## src/rtl/ps2_frame_receiver_if.sv

```systemverilog
// ps2_frame_receiver_if
//   Bundles the PS/2 pins and the byte handshake toward keyboardHandler.
//   master : the PS/2 device side plus the byte consumer (drives pins and
//            nextdata_n, observes the byte outputs).
//   slave  : the receiver itself.
//   Signals:
//     ps2_clk, ps2_data : raw PS/2 pins, asynchronous to clk
//     nextdata_n        : active-low pop request, one cycle per byte
//     data              : FIFO head byte, valid while ready=1
//     ready             : FIFO non-empty
//     overflow          : sticky, a good frame was dropped on a full FIFO
//     parity_err        : one-cycle pulse, frame rejected (parity/stop)
interface ps2_frame_receiver_if;
    logic       ps2_clk;
    logic       ps2_data;
    logic       nextdata_n;
    logic [7:0] data;
    logic       ready;
    logic       overflow;
    logic       parity_err;

    modport master (
        output ps2_clk, ps2_data, nextdata_n,
        input  data, ready, overflow, parity_err
    );

    modport slave (
        input  ps2_clk, ps2_data, nextdata_n,
        output data, ready, overflow, parity_err
    );
endinterface

```

## src/rtl/ps2_frame_receiver.sv

```systemverilog
// ps2_frame_receiver
//   Receive-only PS/2 deserialiser feeding keyboardHandler. Synchronises the
//   raw pins, assembles 11-bit frames (start, 8 data LSB first, odd parity,
//   stop), queues good bytes in a 2^ADDR_W deep FIFO and presents them via
//   the data/ready/nextdata_n handshake.
//   Ports:
//     clk  : system clock
//     clr  : synchronous active-high reset
//     bus  : ps2_frame_receiver_if.slave (pins, handshake, status)
//   Parameters:
//     ADDR_W  : log2 of FIFO depth
//     TIMEOUT : clk cycles without a PS/2 falling edge before a partial
//               frame is abandoned
module ps2_frame_receiver #(
    parameter int ADDR_W  = 3,
    parameter int TIMEOUT = 50000
) (
    input  logic                  clk,
    input  logic                  clr,
    ps2_frame_receiver_if.slave   bus
);
    localparam int DEPTH = 1 << ADDR_W;
    localparam int TW    = (TIMEOUT > 1) ? $clog2(TIMEOUT) : 1;

    // ------------------------------------------------------------------
    // Pin synchronisers. The clock pin needs three stages so that the
    // edge detector compares two already-settled stages. The data sample
    // is taken from stage 1, so a third data stage would never be read
    // and is left out; the sample still lines up with the clock edge.
    // ------------------------------------------------------------------
    logic [2:0] sclk_q;
    logic [1:0] sdat_q;

    always_ff @(posedge clk) begin
        if (clr) begin
            sclk_q <= 3'b111;
            sdat_q <= 2'b11;
        end else begin
            sclk_q <= {sclk_q[1:0], bus.ps2_clk};
            sdat_q <= {sdat_q[0], bus.ps2_data};
        end
    end

    logic fe;
    logic bit_s;
    assign fe    = sclk_q[2] & ~sclk_q[1];
    assign bit_s = sdat_q[1];

    // ------------------------------------------------------------------
    // Frame assembly. cnt_q: 0 = waiting for start, 1..8 = data bits,
    // 9 = parity, 10 = stop. Everything advances on fe only.
    // ------------------------------------------------------------------
    logic [3:0]    cnt_q;
    logic [7:0]    sr_q;
    logic          par_q;
    logic [TW-1:0] tcnt_q;

    logic stop_fe;
    logic good;
    assign stop_fe = fe && (cnt_q == 4'd10);
    // odd parity over data+parity, and the stop bit must be high
    assign good    = bit_s && (((^sr_q) ^ par_q) == 1'b1);

    always_ff @(posedge clk) begin
        if (clr) begin
            cnt_q  <= 4'd0;
            sr_q   <= 8'h00;
            par_q  <= 1'b0;
            tcnt_q <= '0;
        end else if (fe) begin
            tcnt_q <= '0;
            case (cnt_q)
                4'd0: begin
                    // a high sample here is a glitch, not a start bit
                    if (!bit_s) cnt_q <= 4'd1;
                end
                4'd1, 4'd2, 4'd3, 4'd4, 4'd5, 4'd6, 4'd7, 4'd8: begin
                    // shift in from the top: after 8 bits the first bit is sr_q[0]
                    sr_q  <= {bit_s, sr_q[7:1]};
                    cnt_q <= cnt_q + 4'd1;
                end
                4'd9: begin
                    par_q <= bit_s;
                    cnt_q <= 4'd10;
                end
                default: cnt_q <= 4'd0;
            endcase
        end else if (cnt_q != 4'd0) begin
            // mid-frame with no clock edge: give up after TIMEOUT cycles
            if (tcnt_q == TW'(TIMEOUT - 1)) begin
                cnt_q  <= 4'd0;
                tcnt_q <= '0;
            end else begin
                tcnt_q <= tcnt_q + 1'b1;
            end
        end
    end

    // ------------------------------------------------------------------
    // FIFO with one extra pointer bit to tell full from empty.
    // ------------------------------------------------------------------
    logic [7:0]    mem_q [DEPTH];
    logic [ADDR_W:0] w_ptr_q, r_ptr_q;
    logic [ADDR_W:0] w_ptr_d, r_ptr_d;
    logic [7:0]    data_q, data_d;
    logic          ready_q;
    logic          ovf_q;
    logic          perr_q;

    logic full;
    logic pop;
    logic wr_en;
    logic drop_full;
    logic bad;

    assign full = (w_ptr_q[ADDR_W-1:0] == r_ptr_q[ADDR_W-1:0]) &&
                  (w_ptr_q[ADDR_W] != r_ptr_q[ADDR_W]);
    // ready_q mirrors non-empty, so a pop request on an empty FIFO is ignored
    assign pop       = ~bus.nextdata_n & ready_q;
    // a pop in the same cycle frees the slot the write needs
    assign wr_en     = stop_fe & good & (~full | pop);
    assign drop_full = stop_fe & good & full & ~pop;
    assign bad       = stop_fe & ~good;

    assign w_ptr_d = w_ptr_q + (ADDR_W + 1)'(wr_en);
    assign r_ptr_d = r_ptr_q + (ADDR_W + 1)'(pop);

    // Head byte after this edge. When the new head is the slot being
    // written right now (FIFO was empty), forward the incoming byte.
    always_comb begin
        data_d = mem_q[r_ptr_d[ADDR_W-1:0]];
        if (wr_en && (w_ptr_q[ADDR_W-1:0] == r_ptr_d[ADDR_W-1:0]))
            data_d = sr_q;
    end

    always_ff @(posedge clk) begin
        if (wr_en) mem_q[w_ptr_q[ADDR_W-1:0]] <= sr_q;
    end

    always_ff @(posedge clk) begin
        if (clr) begin
            w_ptr_q <= '0;
            r_ptr_q <= '0;
            data_q  <= 8'h00;
            ready_q <= 1'b0;
            ovf_q   <= 1'b0;
            perr_q  <= 1'b0;
        end else begin
            w_ptr_q <= w_ptr_d;
            r_ptr_q <= r_ptr_d;
            data_q  <= data_d;
            ready_q <= (w_ptr_d != r_ptr_d);
            if (drop_full) ovf_q <= 1'b1;
            perr_q  <= bad;
        end
    end

    assign bus.data       = data_q;
    assign bus.ready      = ready_q;
    assign bus.overflow   = ovf_q;
    assign bus.parity_err = perr_q;

endmodule
```

## src/flat_wrapper.sv

```systemverilog
// flat-port wrapper written by rule: the top's interface ports become plain ports
module ps2_frame_receiver_flat 
#(
    parameter int ADDR_W  = 3,
    parameter int TIMEOUT = 50000
)
  (clk, clr, bus_ps2_clk, bus_ps2_data, bus_nextdata_n, bus_data, bus_ready, bus_overflow, bus_parity_err);
  ps2_frame_receiver_if bus_i ();
  input  logic clk;
  input  logic clr;
  input wire logic [$bits(bus_i.ps2_clk)-1:0] bus_ps2_clk;
  input wire logic [$bits(bus_i.ps2_data)-1:0] bus_ps2_data;
  input wire logic [$bits(bus_i.nextdata_n)-1:0] bus_nextdata_n;
  output wire logic [$bits(bus_i.data)-1:0] bus_data;
  output wire logic [$bits(bus_i.ready)-1:0] bus_ready;
  output wire logic [$bits(bus_i.overflow)-1:0] bus_overflow;
  output wire logic [$bits(bus_i.parity_err)-1:0] bus_parity_err;
  assign bus_i.ps2_clk = bus_ps2_clk;
  assign bus_i.ps2_data = bus_ps2_data;
  assign bus_i.nextdata_n = bus_nextdata_n;
  assign bus_data = bus_i.data;
  assign bus_ready = bus_i.ready;
  assign bus_overflow = bus_i.overflow;
  assign bus_parity_err = bus_i.parity_err;
  ps2_frame_receiver #(.ADDR_W(ADDR_W), .TIMEOUT(TIMEOUT)) u_core (.clk(clk), .clr(clr), .bus(bus_i));
endmodule
```

## config.mk

```make
export PLATFORM = sky130hd
export DESIGN_NAME = ps2_frame_receiver_flat
export DESIGN_NICKNAME = d
export VERILOG_FILES = /design/src/rtl/ps2_frame_receiver_if.sv /design/src/rtl/ps2_frame_receiver.sv /design/src/flat_wrapper.sv
export SDC_FILE = /design/constraint.sdc
export NUM_CORES = 1
export LEC_CHECK = 0
export ABC_CLOCK_PERIOD_IN_PS = 3900
export CELL_PAD_IN_SITES_DETAIL_PLACEMENT = 0
export CELL_PAD_IN_SITES_GLOBAL_PLACEMENT = 1
export CORE_ASPECT_RATIO = 1.4
export CORE_MARGIN = 2
export CORE_UTILIZATION = 51
export CTS_CLUSTER_SIZE = 20
export DETAILED_ROUTE_END_ITERATION = 6
export PLACE_DENSITY_LB_ADDON = 0.05
export SYNTH_ARGS = -nofsm -noshare
export SYNTH_HDL_FRONTEND = slang
export SYNTH_SLANG_ARGS = --single-unit
```

## constraint.sdc

```tcl
create_clock -name clk -period 3.9 [get_ports clk]
set_input_delay 0.975 -clock clk [delete_from_list [all_inputs] [get_ports clk]]
set_output_delay 0.975 -clock clk [all_outputs]
set_load 0.02 [all_outputs]
```

==> results of run 1 <==
==> path summary, 6_finish.rpt <==
check | start | to | slack, ps | cells after the start
max | bus_nextdata_n | u_core.bus.ready | 950 | 11
min reg2reg | u_core.sdat_q[0] | u_core.sdat_q[1] | 410 | 1
max reg2reg | u_core.sr_q[7] | u_core.bus.ready | 990 | 10
min | u_core.sdat_q[0] | u_core.sdat_q[1] | 410 | 1
==> cells by family after synthesis <==
kind of cell,Yosys count
mux,42
flops,117
compound gates,18
simple gates,114
xor+xnor,36
buf+inv,23
fa+ha+maj,9
==> layer usage <==
metal / track usage (%) / share of wire [%] / vias to the layer above
met5: 0 / 0 / -
met4: 9.81 / 2.0 / 0
met3: 5.53 / 2.9 / 15
met2: 31.6 / 52 / 41
met1: 23.2 / 43 / 1397
li1: - / - / 1364
==> layout make-up <==
cell class	instances	area, sq um	area share, %
clock buffers	20	437	7.46
clock inverters	12	138	2.35
inverters	6	22.5	0.385
multi-input cells	219	1870	31.9
flip-flops and latches	117	2980	51.0
well taps	110	138	2.35
repair buffers	29	268	4.57
==> synthesized netlist by cell type (2+ instances only) <==
library cell  number  area share, %
nand4_1            3           0.38
nor3_1             8           0.81
nor4b_2            2           0.61
nand3_1           13            1.3
o21ai_0            3           0.30
mux2_4             8            2.4
mux4_2            16            7.3
edfxtp_1          64             39
and3_1             3           0.38
nor2_1            42            3.2
nand2b_1           3           0.38
buf_2              7           0.71
nor2b_1           19            2.4
dfxtp_1           53             21
nand2_1            3           0.23
mux2i_1           18            3.6
a21oi_1            4           0.40
nor4b_1            2           0.35
xnor2_1           16            2.8
or2_2              5           0.63
xor2_1            19            3.4
inv_1              5           0.38
ha_1               9            2.3
nor4_2             2           0.50
clkbuf_1           8           0.61
==> registers in the layout, indices dropped and copies added (netlist names) <==
signal                 flops
u_core.tcnt_q             16
u_core.bus.parity_err      1
u_core.w_ptr_q             4
u_core.par_q               1
u_core.sclk_q              3
u_core.r_ptr_q             4
u_core.bus.data            8
u_core.bus.ready           1
u_core.sr_q                8
u_core.cnt_q               4
u_core.mem_q              64
u_core.bus.overflow        1
u_core.sdat_q              2
==> worst reg2reg max path, stage by stage, from the launching register on <==
cell     delay, ps
dfxtp_1        540
xor2_1         190
xnor3_1        440
xnor2_1        170
or3b_1         560
inv_2          100
ha_1           160
nand3_1        100
xor2_1         230
xnor2_1        150
a41oi_1        140
==> power by group through the flow <==
| stage | Clock (uW) | Combinational (uW) | Sequential, uW |
|---|---|---|---|
| 6_report | 1510 | 38.1 | 1300 |
| 3_5_place_dp | 0 | 38.7 | 1320 |
| 2_1_floorplan | 0 | 21.1 | 1320 |
| 3_3_place_gp | 0 | 38.4 | 1320 |
| 5_1_grt | 1590 | 42.1 | 1300 |
| 4_1_cts | 1530 | 38.9 | 1300 |
==> through the flow <==
| stage | worst slack [ps] | util [%] | instances | hold WS, ps | power, uW |
|---|---|---|---|---|---|
| 6_report | 954 | 61.9 | 513 | 409 | 2840 |
| 2_1_floorplan | 854 | - | 359 | 389 | 1340 |
| 3_3_place_gp | 518 | 55.8 | 481 | 392 | 1360 |
| 4_1_cts | 948 | 61.9 | 513 | 410 | 2870 |
| 5_1_grt | 699 | 61.9 | 513 | 445 | 2930 |
| 3_5_place_dp | 526 | 55.8 | 481 | 396 | 1360 |
==> flow_summary.ini, run 1 <==
[power]
pwr_density_cell_nw_per_um2 = 485
p_comb_share_pct = 1.3
p_sw_share_pct = 19.0
irDropWorstVdd_mv = 0.338
p_int_uw = 2300
p_seq_share_pct = 45.6
leakagePower_uw = 0.00208
power.share.clock_pct = 53.0
power.switching_uw = 540

[sta]
slew_headroom_pct = 30.2
min_period_ps = 2950
drv_slew = 0
rsz0062_at_grt = no
fmax_mhz = 339
fin_crit_sh_pct = 75.5
finalSetupViolCount = 0
finalHoldViolations = 0
final.setup.tns_ps = 0
tightest_slew_ps = 1040
skew_ps = 5.46

[clock_tree]
cts.sinks = 117
cts.clk_slew.worst_paths_ps = 50
cts_resized = 0
post_cts_buffers = 0
clkLatencyLatePin_ps = 410
cts_buffer_depth = 2
h-tree-depth = 4
numCtsBuffers = 17
root_buffer = clkbuf_16
cts_tree = built
cts_hold_buf = 0

[cells_and_area]
final_nets = 404
stdcell_area_sq_um = 5850
num_antenna_cells = 0
final_cell_mix = edfxtp_1 (64), dfxtp_1 (53), nor2_1 (42), xor2_1 (19), nor2b_1 (19)
drive_gt1_share_pct = 18.9
layout_commonest_cell = edfxtp_1
area_delta_synth_final_pct = 18.2
nFillCells = 754

[die]
die_y_microns = 121
die_x_microns = 87.3
ioPinCount = 16
initial_utilization_pct = 52.4
core_area_sq_um = 9460
row_count = 42
die_area_sq_um = 10500

[detailed_routing]
drtIter0Drc = 202
wl_microns = 8900
route.detailed.wl_per_inst_microns = 17.4
drc_errors = 0
via_per_inst = 5.49
dr_total_vias = 2817
drt-pass1-iter-count = 4
antenna_left = 0

[global_route]
grt_max_degree = 29
grt_pass1_vias = 2884
antenna_found_initial = 0
grt.total_usage_pct = 19.4
grt_pass1_wl_microns = 14800
overflow = 0

[logic_synthesis]
syn_inst = 359
synth_ff_type = edfxtp_1
synthMuxAreaShare_pct = 13.3
ys_seq_elements = 117
synth_cell_type_count = 49
ys_async_sr_fraction_pct = 0
synthAdderAreaFrac_pct = 2.27
syn_nets = 373
syn_area_per_cell_sq_um = 13.8
ys_seq_area_share_pct = 60.2
syn_area_sq_um = 4950
ys_warn_count = 0
synthSimpleGateAreaFrac_pct = 12.9
synth_xor_area_share_pct = 6.64
synth_top_family_by_area = multiplexers
synth_edf_count = 64
synth_compound_area_share_pct = 2.63

[worst_setup_path]
worstSetupEndpointType = flip-flop
crit_required_ps = 4180
crit_buf_inv = 2
cp_max_fo = 9
cpMaxStageDelayCell = or3b_1
start_kind = input port
crit_family = simple AND/OR/NAND/NOR gates
path_cells = clkdlybuf4s50_1, nor2b_1, nor2_1, a21o_1, or3b_1, inv_2, ha_1, nand3_1, xor2_1, xnor2_1, a41oi_1
critPathMaxStageDelay_ps = 520
crit_arrival_ps = 3220
crit_type = in2reg

[run_status]
status = finished clean

[worst_hold_path]
hold_class = reg2reg

[place]
port-buffer-count = 15
dp_hpwl_microns = 5910
routabilityCongestion = 0.792
place_area_sq_um = 5280

[job]
cap_viol_max_count = 0
(Power assumes the default switching activity.)
==> run 2, diff against run 1 <==
--- a/config.mk
+++ b/config.mk
@@ -5,12 +5,12 @@
 export SDC_FILE = /design/constraint.sdc
 export NUM_CORES = 1
 export LEC_CHECK = 0
-export ABC_CLOCK_PERIOD_IN_PS = 3900
+export ABC_CLOCK_PERIOD_IN_PS = 2500
 export CELL_PAD_IN_SITES_DETAIL_PLACEMENT = 0
 export CELL_PAD_IN_SITES_GLOBAL_PLACEMENT = 1
 export CORE_ASPECT_RATIO = 1.4
 export CORE_MARGIN = 2
-export CORE_UTILIZATION = 51
+export CORE_UTILIZATION = 46
 export CTS_CLUSTER_SIZE = 20
 export DETAILED_ROUTE_END_ITERATION = 6
 export PLACE_DENSITY_LB_ADDON = 0.05
==> constraint.sdc (replaced) <==
create_clock -name clk -period 2.5 [get_ports clk]
set_input_delay 0.625 -clock clk [delete_from_list [all_inputs] [get_ports clk]]
set_output_delay 0.625 -clock clk [all_outputs]
set_load 0.02 [all_outputs]
==> run 2 against run 1 <==
Against the previous run: first-iteration DRC count fell by 40%; clock skew rose by 1.5 ps; global-route usage fell by 1.8 points; register-to-register slack got worse by 870 ps; total power rose by 54%; final area rose by 6.3%; critical path depth fell by 2; largest power group unchanged.
==> flow_summary.ini, run 2 (synthesis gave the netlist of run 1 again) <==
[run_status]
status = finished clean

[clock_tree]
h-tree-depth = 4
cts_buffer_depth = 2
numCtsBuffers = 17
clkLatencyLatePin_ps = 400
cts_tree = built
cts.clk_slew.worst_paths_ps = 50
cts_hold_buf = 0
cts.sinks = 117
root_buffer = clkbuf_16

[sta]
slew_headroom_pct = 53.5
fin_ws_ps = 68.2
drv_slew = 0
tightest_slew_ps = 697
skew_ps = 6.94
finalSetupViolCount = 0
fin_crit_sh_pct = 97.3
min_period_ps = 2430
finalHoldViolations = 0
fmax_mhz = 411

[global_route]
grt_pass1_wl_microns = 15500
overflow = 0
grt_max_degree = 21
grt.total_usage_pct = 17.6
grt_pass1_vias = 3087
antenna_found_initial = 0

[worst_setup_path]
worstSetupEndpointType = flip-flop
crit_required_ps = 2790
crit_type = in2reg
start_kind = input port
cp_max_fo = 9
crit_arrival_ps = 2720
reg2reg_depth = 10

[worst_hold_path]
holdPathStages = 1
hold_class = reg2reg

[die]
core_area_sq_um = 10500
die_x_microns = 91.7
die_y_microns = 127
die_area_sq_um = 11600
initial_utilization_pct = 47.4
ioPinCount = 16
row_count = 44

[cells_and_area]
drive_gt1_share_pct = 28.6
num_antenna_cells = 0
final_nets = 427
ff_latch_area_sq_um = 2990
largest_reg_flops = 64
nFillCells = 866
layout_commonest_cell = edfxtp_1
final_cell_mix = edfxtp_1 (64), dfxtp_1 (49), nor2_1 (40), buf_4 (32)
multi_input_area_sq_um = 1990
final_util_pct = 59.5
area_delta_synth_final_pct = 25.6

[detailed_routing]
via_per_inst = 5.16
wl_microns = 9440
drtIter0Drc = 122
drt-pass1-iter-count = 4
highest_layer = met4
drc_errors = 0
route.detailed.wl_per_inst_microns = 16.7
dr_total_vias = 2908
wl_met2_microns = 5080
wl_met3_microns = 210
wl_met1_microns = 4030
antenna_left = 0

[place]
routabilityCongestion = 0.755
port-buffer-count = 15
dp_hpwl_microns = 6350
preCtsSetupSlack_ps = -416

[job]
cap_viol_max_count = 0

[power]
pwr_density_cell_nw_per_um2 = 703
irDropWorstVdd_mv = 0.476
leakagePower_uw = 0.00219
## run 2: cell types whose count changed in the layout (fill, tap and decap cells not counted), sizes merged
cell      previous run  this run
clkinvlp             1         2
buf                 14        36
bufinv               3         2
clkbuf              20        22
clkinv               8         7
## run 2: per-layer routing
layer,track usage [%],vias up
met5,0,-
met4,8.17,0
met3,4.63,13
met2,31.0,37
met1,19.9,1439
li1,-,1419
## run 2: area by class of cell
cell class	instances	area share, %
repair buffers	52	7.82
inverters	6	0.362
flip-flops and latches	117	48.0
clock inverters	11	1.77
multi-input cells	219	32.0
clock buffers	21	7.24
well taps	138	2.77
## run 2: report_power, final
part           switching [uW]  internal [uW]
clock network             812           1480
registers                4.66           2020
logic                    34.1           30.0
## run 2: final timing paths
kind	from	to	slack [ps]
hold / removal	u_core.sdat_q[0]	u_core.sdat_q[1]	400
setup reg to reg	u_core.sr_q[0]	u_core.bus.ready	120
setup / recovery	bus_nextdata_n	u_core.bus.data[5]	70
hold reg to reg	u_core.sdat_q[0]	u_core.sdat_q[1]	400
## run 2: through the flow
stage,area [sq um],setup TNS (ps),hold slack [ps],power (uW),cells
after floorplan,4960,-6790,389,2100,359
after global placement,5490,-21680,396,2120,529
after detailed placement,5490,-22750,392,2130,529
after CTS,6060,0,405,4430,561
after global routing,6220,-14.0,417,4520,564
final,6220,0,404,4380,564
## run 2: timing repair
item	4_1_cts	5_1_grt
resized for setup	1	22
cloned	0	1
pin swaps	0	9
setup buffers	0	2
endpoints found under the setup margin	1	59
## run 2: critical path, cell delays in order
cell,delay (ps)
clkdlybuf4s50_1,410
nor2b_2,190
ha_4,250
buf_12,160
xor2_1,160
nor3_1,190
and4bb_1,270
buf_12,150
mux2_4,300
==> run 3, diff against run 2 <==
--- a/config.mk
+++ b/config.mk
@@ -11,6 +11,7 @@
 export CORE_ASPECT_RATIO = 1.4
 export CORE_MARGIN = 2
 export CORE_UTILIZATION = 46
+export CTS_CLUSTER_DIAMETER = 200
 export CTS_CLUSTER_SIZE = 20
 export DETAILED_ROUTE_END_ITERATION = 6
 export PLACE_DENSITY_LB_ADDON = 0.05
==> constraint.sdc (replaced) <==
create_clock -name clk -period 2.5 [get_ports clk]
set_input_delay 0.625 -clock clk [delete_from_list [all_inputs] [get_ports clk]]
set_output_delay 0.625 -clock clk [all_outputs]
set_load 0.1 [all_outputs]
==> run 3 against run 2 <==
Against the previous run: maximum frequency decreased by 1.4%; hold slack improved by 0.88 ps; sequential share of layout area decreased by 0.095 points; die area unchanged; clock skew increased by 5.8 ps; combinational power increased by 30%; global-route usage increased by 0.27 points; sequential power about the same; flip-flop and latch count unchanged; largest power group unchanged.
==> flow_summary.ini, run 3 (synthesis gave the netlist of run 1 again) <==
[clock_tree]
cts.clk_slew.worst_paths_ps = 50
cts_tree = built
cts_buffer_depth = 2
clkLatencyLatePin_ps = 400
cts_hold_buf = 0
h-tree-depth = 4
root_buffer = clkbuf_16
numCtsBuffers = 17
cts.sinks = 117

[sta]
hold_slack_ps = 405
finalSetupViolCount = 0
min_period_ps = 2470
fin_ws_ps = 34.2
fmax_mhz = 406
tightest_slew_ps = 685
fin_crit_sh_pct = 98.6
slew_headroom_pct = 54.1
skew_ps = 12.8
drv_slew = 0
rsz0062_at_grt = yes
finalHoldViolations = 0

[worst_setup_path]
worstSetupEndpointType = flip-flop
start_kind = input port
reg2reg_depth = 10
crit_type = in2reg
cp_max_fo = 2
timing.rr.start = u_core.sr_q[7]
crit_arrival_ps = 2740
worst_r2r_endpoint = u_core.bus.ready
crit_required_ps = 2770
r2r_slack_ps = 70

[cells_and_area]
layout_commonest_cell = edfxtp_1
fin_cells = 568
area_delta_synth_final_pct = 25.9
final_util_pct = 59.7
largest_reg_flops = 64
drive_gt1_share_pct = 30.7
num_antenna_cells = 0
final_cell_mix = edfxtp_1 (64), dfxtp_1 (50), buf_4 (45), nor2_1 (42)
final_nets = 431

[global_route]
grt.total_usage_pct = 17.9
grt_pass1_vias = 2992
overflow = 0
antenna_found_initial = 0
grt_pass1_wl_microns = 15700
grt_max_degree = 28

[place]
port-buffer-count = 15
dp_hpwl_microns = 6160
dp.cells = 529
preCtsSetupSlack_ps = -367
routabilityCongestion = 0.691

[die]
die_y_microns = 127
initial_utilization_pct = 47.4
die_area_sq_um = 11600
row_count = 44
die_x_microns = 91.7
core_area_sq_um = 10500
ioPinCount = 16

[power]
irDropWorstVdd_mv = 0.487
p_sw_share_pct = 19.8
p_int_uw = 3490
p_seq_share_pct = 46.5
power.switching_uw = 859
p_comb_share_pct = 1.9
power.share.clock_pct = 51.6
pwr_density_cell_nw_per_um2 = 696
leakagePower_uw = 0.00223

[run_status]
status = finished clean

[detailed_routing]
via_per_inst = 5.13
wl_microns = 9670
dr_total_vias = 2912
route.detailed.wl_per_inst_microns = 17.0
antenna_left = 0
drtIter0Drc = 130
drc_errors = 0
drt-pass1-iter-count = 4

[worst_hold_path]
whs_endpoint = u_core.sdat_q[1]
hold_class = reg2reg
holdPathStages = 1
min_from = u_core.sdat_q[0]

[job]
cap_viol_max_count = 0
-- run 3: cell count changes in the layout (fill, tap and decap cells not counted), moves of 2 or more --
cell / previous run / this run
nor2_1: 40 / 42
buf_12: 3 / 5
clkdlybuf4s50_1: 15 / 3
nor2_2: 2 / 0
dfxtp_2: 4 / 2
buf_4: 32 / 45
clkinv_1: 0 / 4
clkinv_2: 7 / 3
-- run 3: how the worst max path moves through the flow --
stage | end | start
floorplan | u_core.mem_q[6][0] | u_core.sr_q[2]
global placement | u_core.bus.ready | bus_nextdata_n
detailed placement | u_core.bus.data[0] | bus_nextdata_n
CTS | u_core.bus.ready | u_core.sr_q[0]
global route | u_core.bus.ready | bus_nextdata_n
finish | u_core.bus.ready | bus_nextdata_n
-- run 3: timing repair --
action,4_1_cts,5_1_grt
endpoints found under the setup margin,11,58
gates resized for setup,2,19
buffers inserted,0,6
hold endpoints to repair,0,0
gates cloned,0,1
pin swaps,2,6
-- run 3: critical path: stages --
cell	delay, ps
clkdlybuf4s50_1	410
nor2b_2	200
nor2_1	80
a21o_1	200
or3b_4	410
inv_2	80
ha_4	140
nand3_2	100
xor2_2	200
xnor2_1	170
a41oi_2	110
-- run 3: layer usage --
metal | global-route usage, % | vias to the layer above | routed length (microns)
li1 | - | 1422 | -
met1 | 21.0 | 1440 | 4180
met2 | 31.6 | 38 | 5120
met3 | 4.16 | 12 | 233
met4 | 7.11 | 0 | 136
met5 | 0 | - | 0
-- run 3: through the flow --
step	area, sq um	total power, uW	TNS (ps)
floorplan	4970	2120	-6790
global placement	5460	2140	-20430
detailed placement	5460	2140	-19180
CTS	6020	4410	0
global route	6240	4500	-102
finish	6240	4350	0
-- run 3: power groups by stage --
stage	Sequential [uW]	Clock (uW)	Combinational [uW]
detailed placement	2060	0	83.6
finish	2020	2240	83.1
floorplan	2090	0	32.9
global placement	2060	0	83.1
global route	2020	2390	90.0
CTS	2020	2300	83.6
-- run 3: layout make-up --
| class | instances | area (sq um) |
|---|---|---|
| Sequential cell | 117 | 2990 |
| Multi-Input combinational cell | 219 | 2000 |
| Fill cell | 863 | 4220 |
| Tap cell | 138 | 173 |
| Inverter | 6 | 22.5 |
| Timing Repair Buffer | 56 | 509 |
| Clock inverter | 12 | 113 |
| Clock buffer | 20 | 437 |
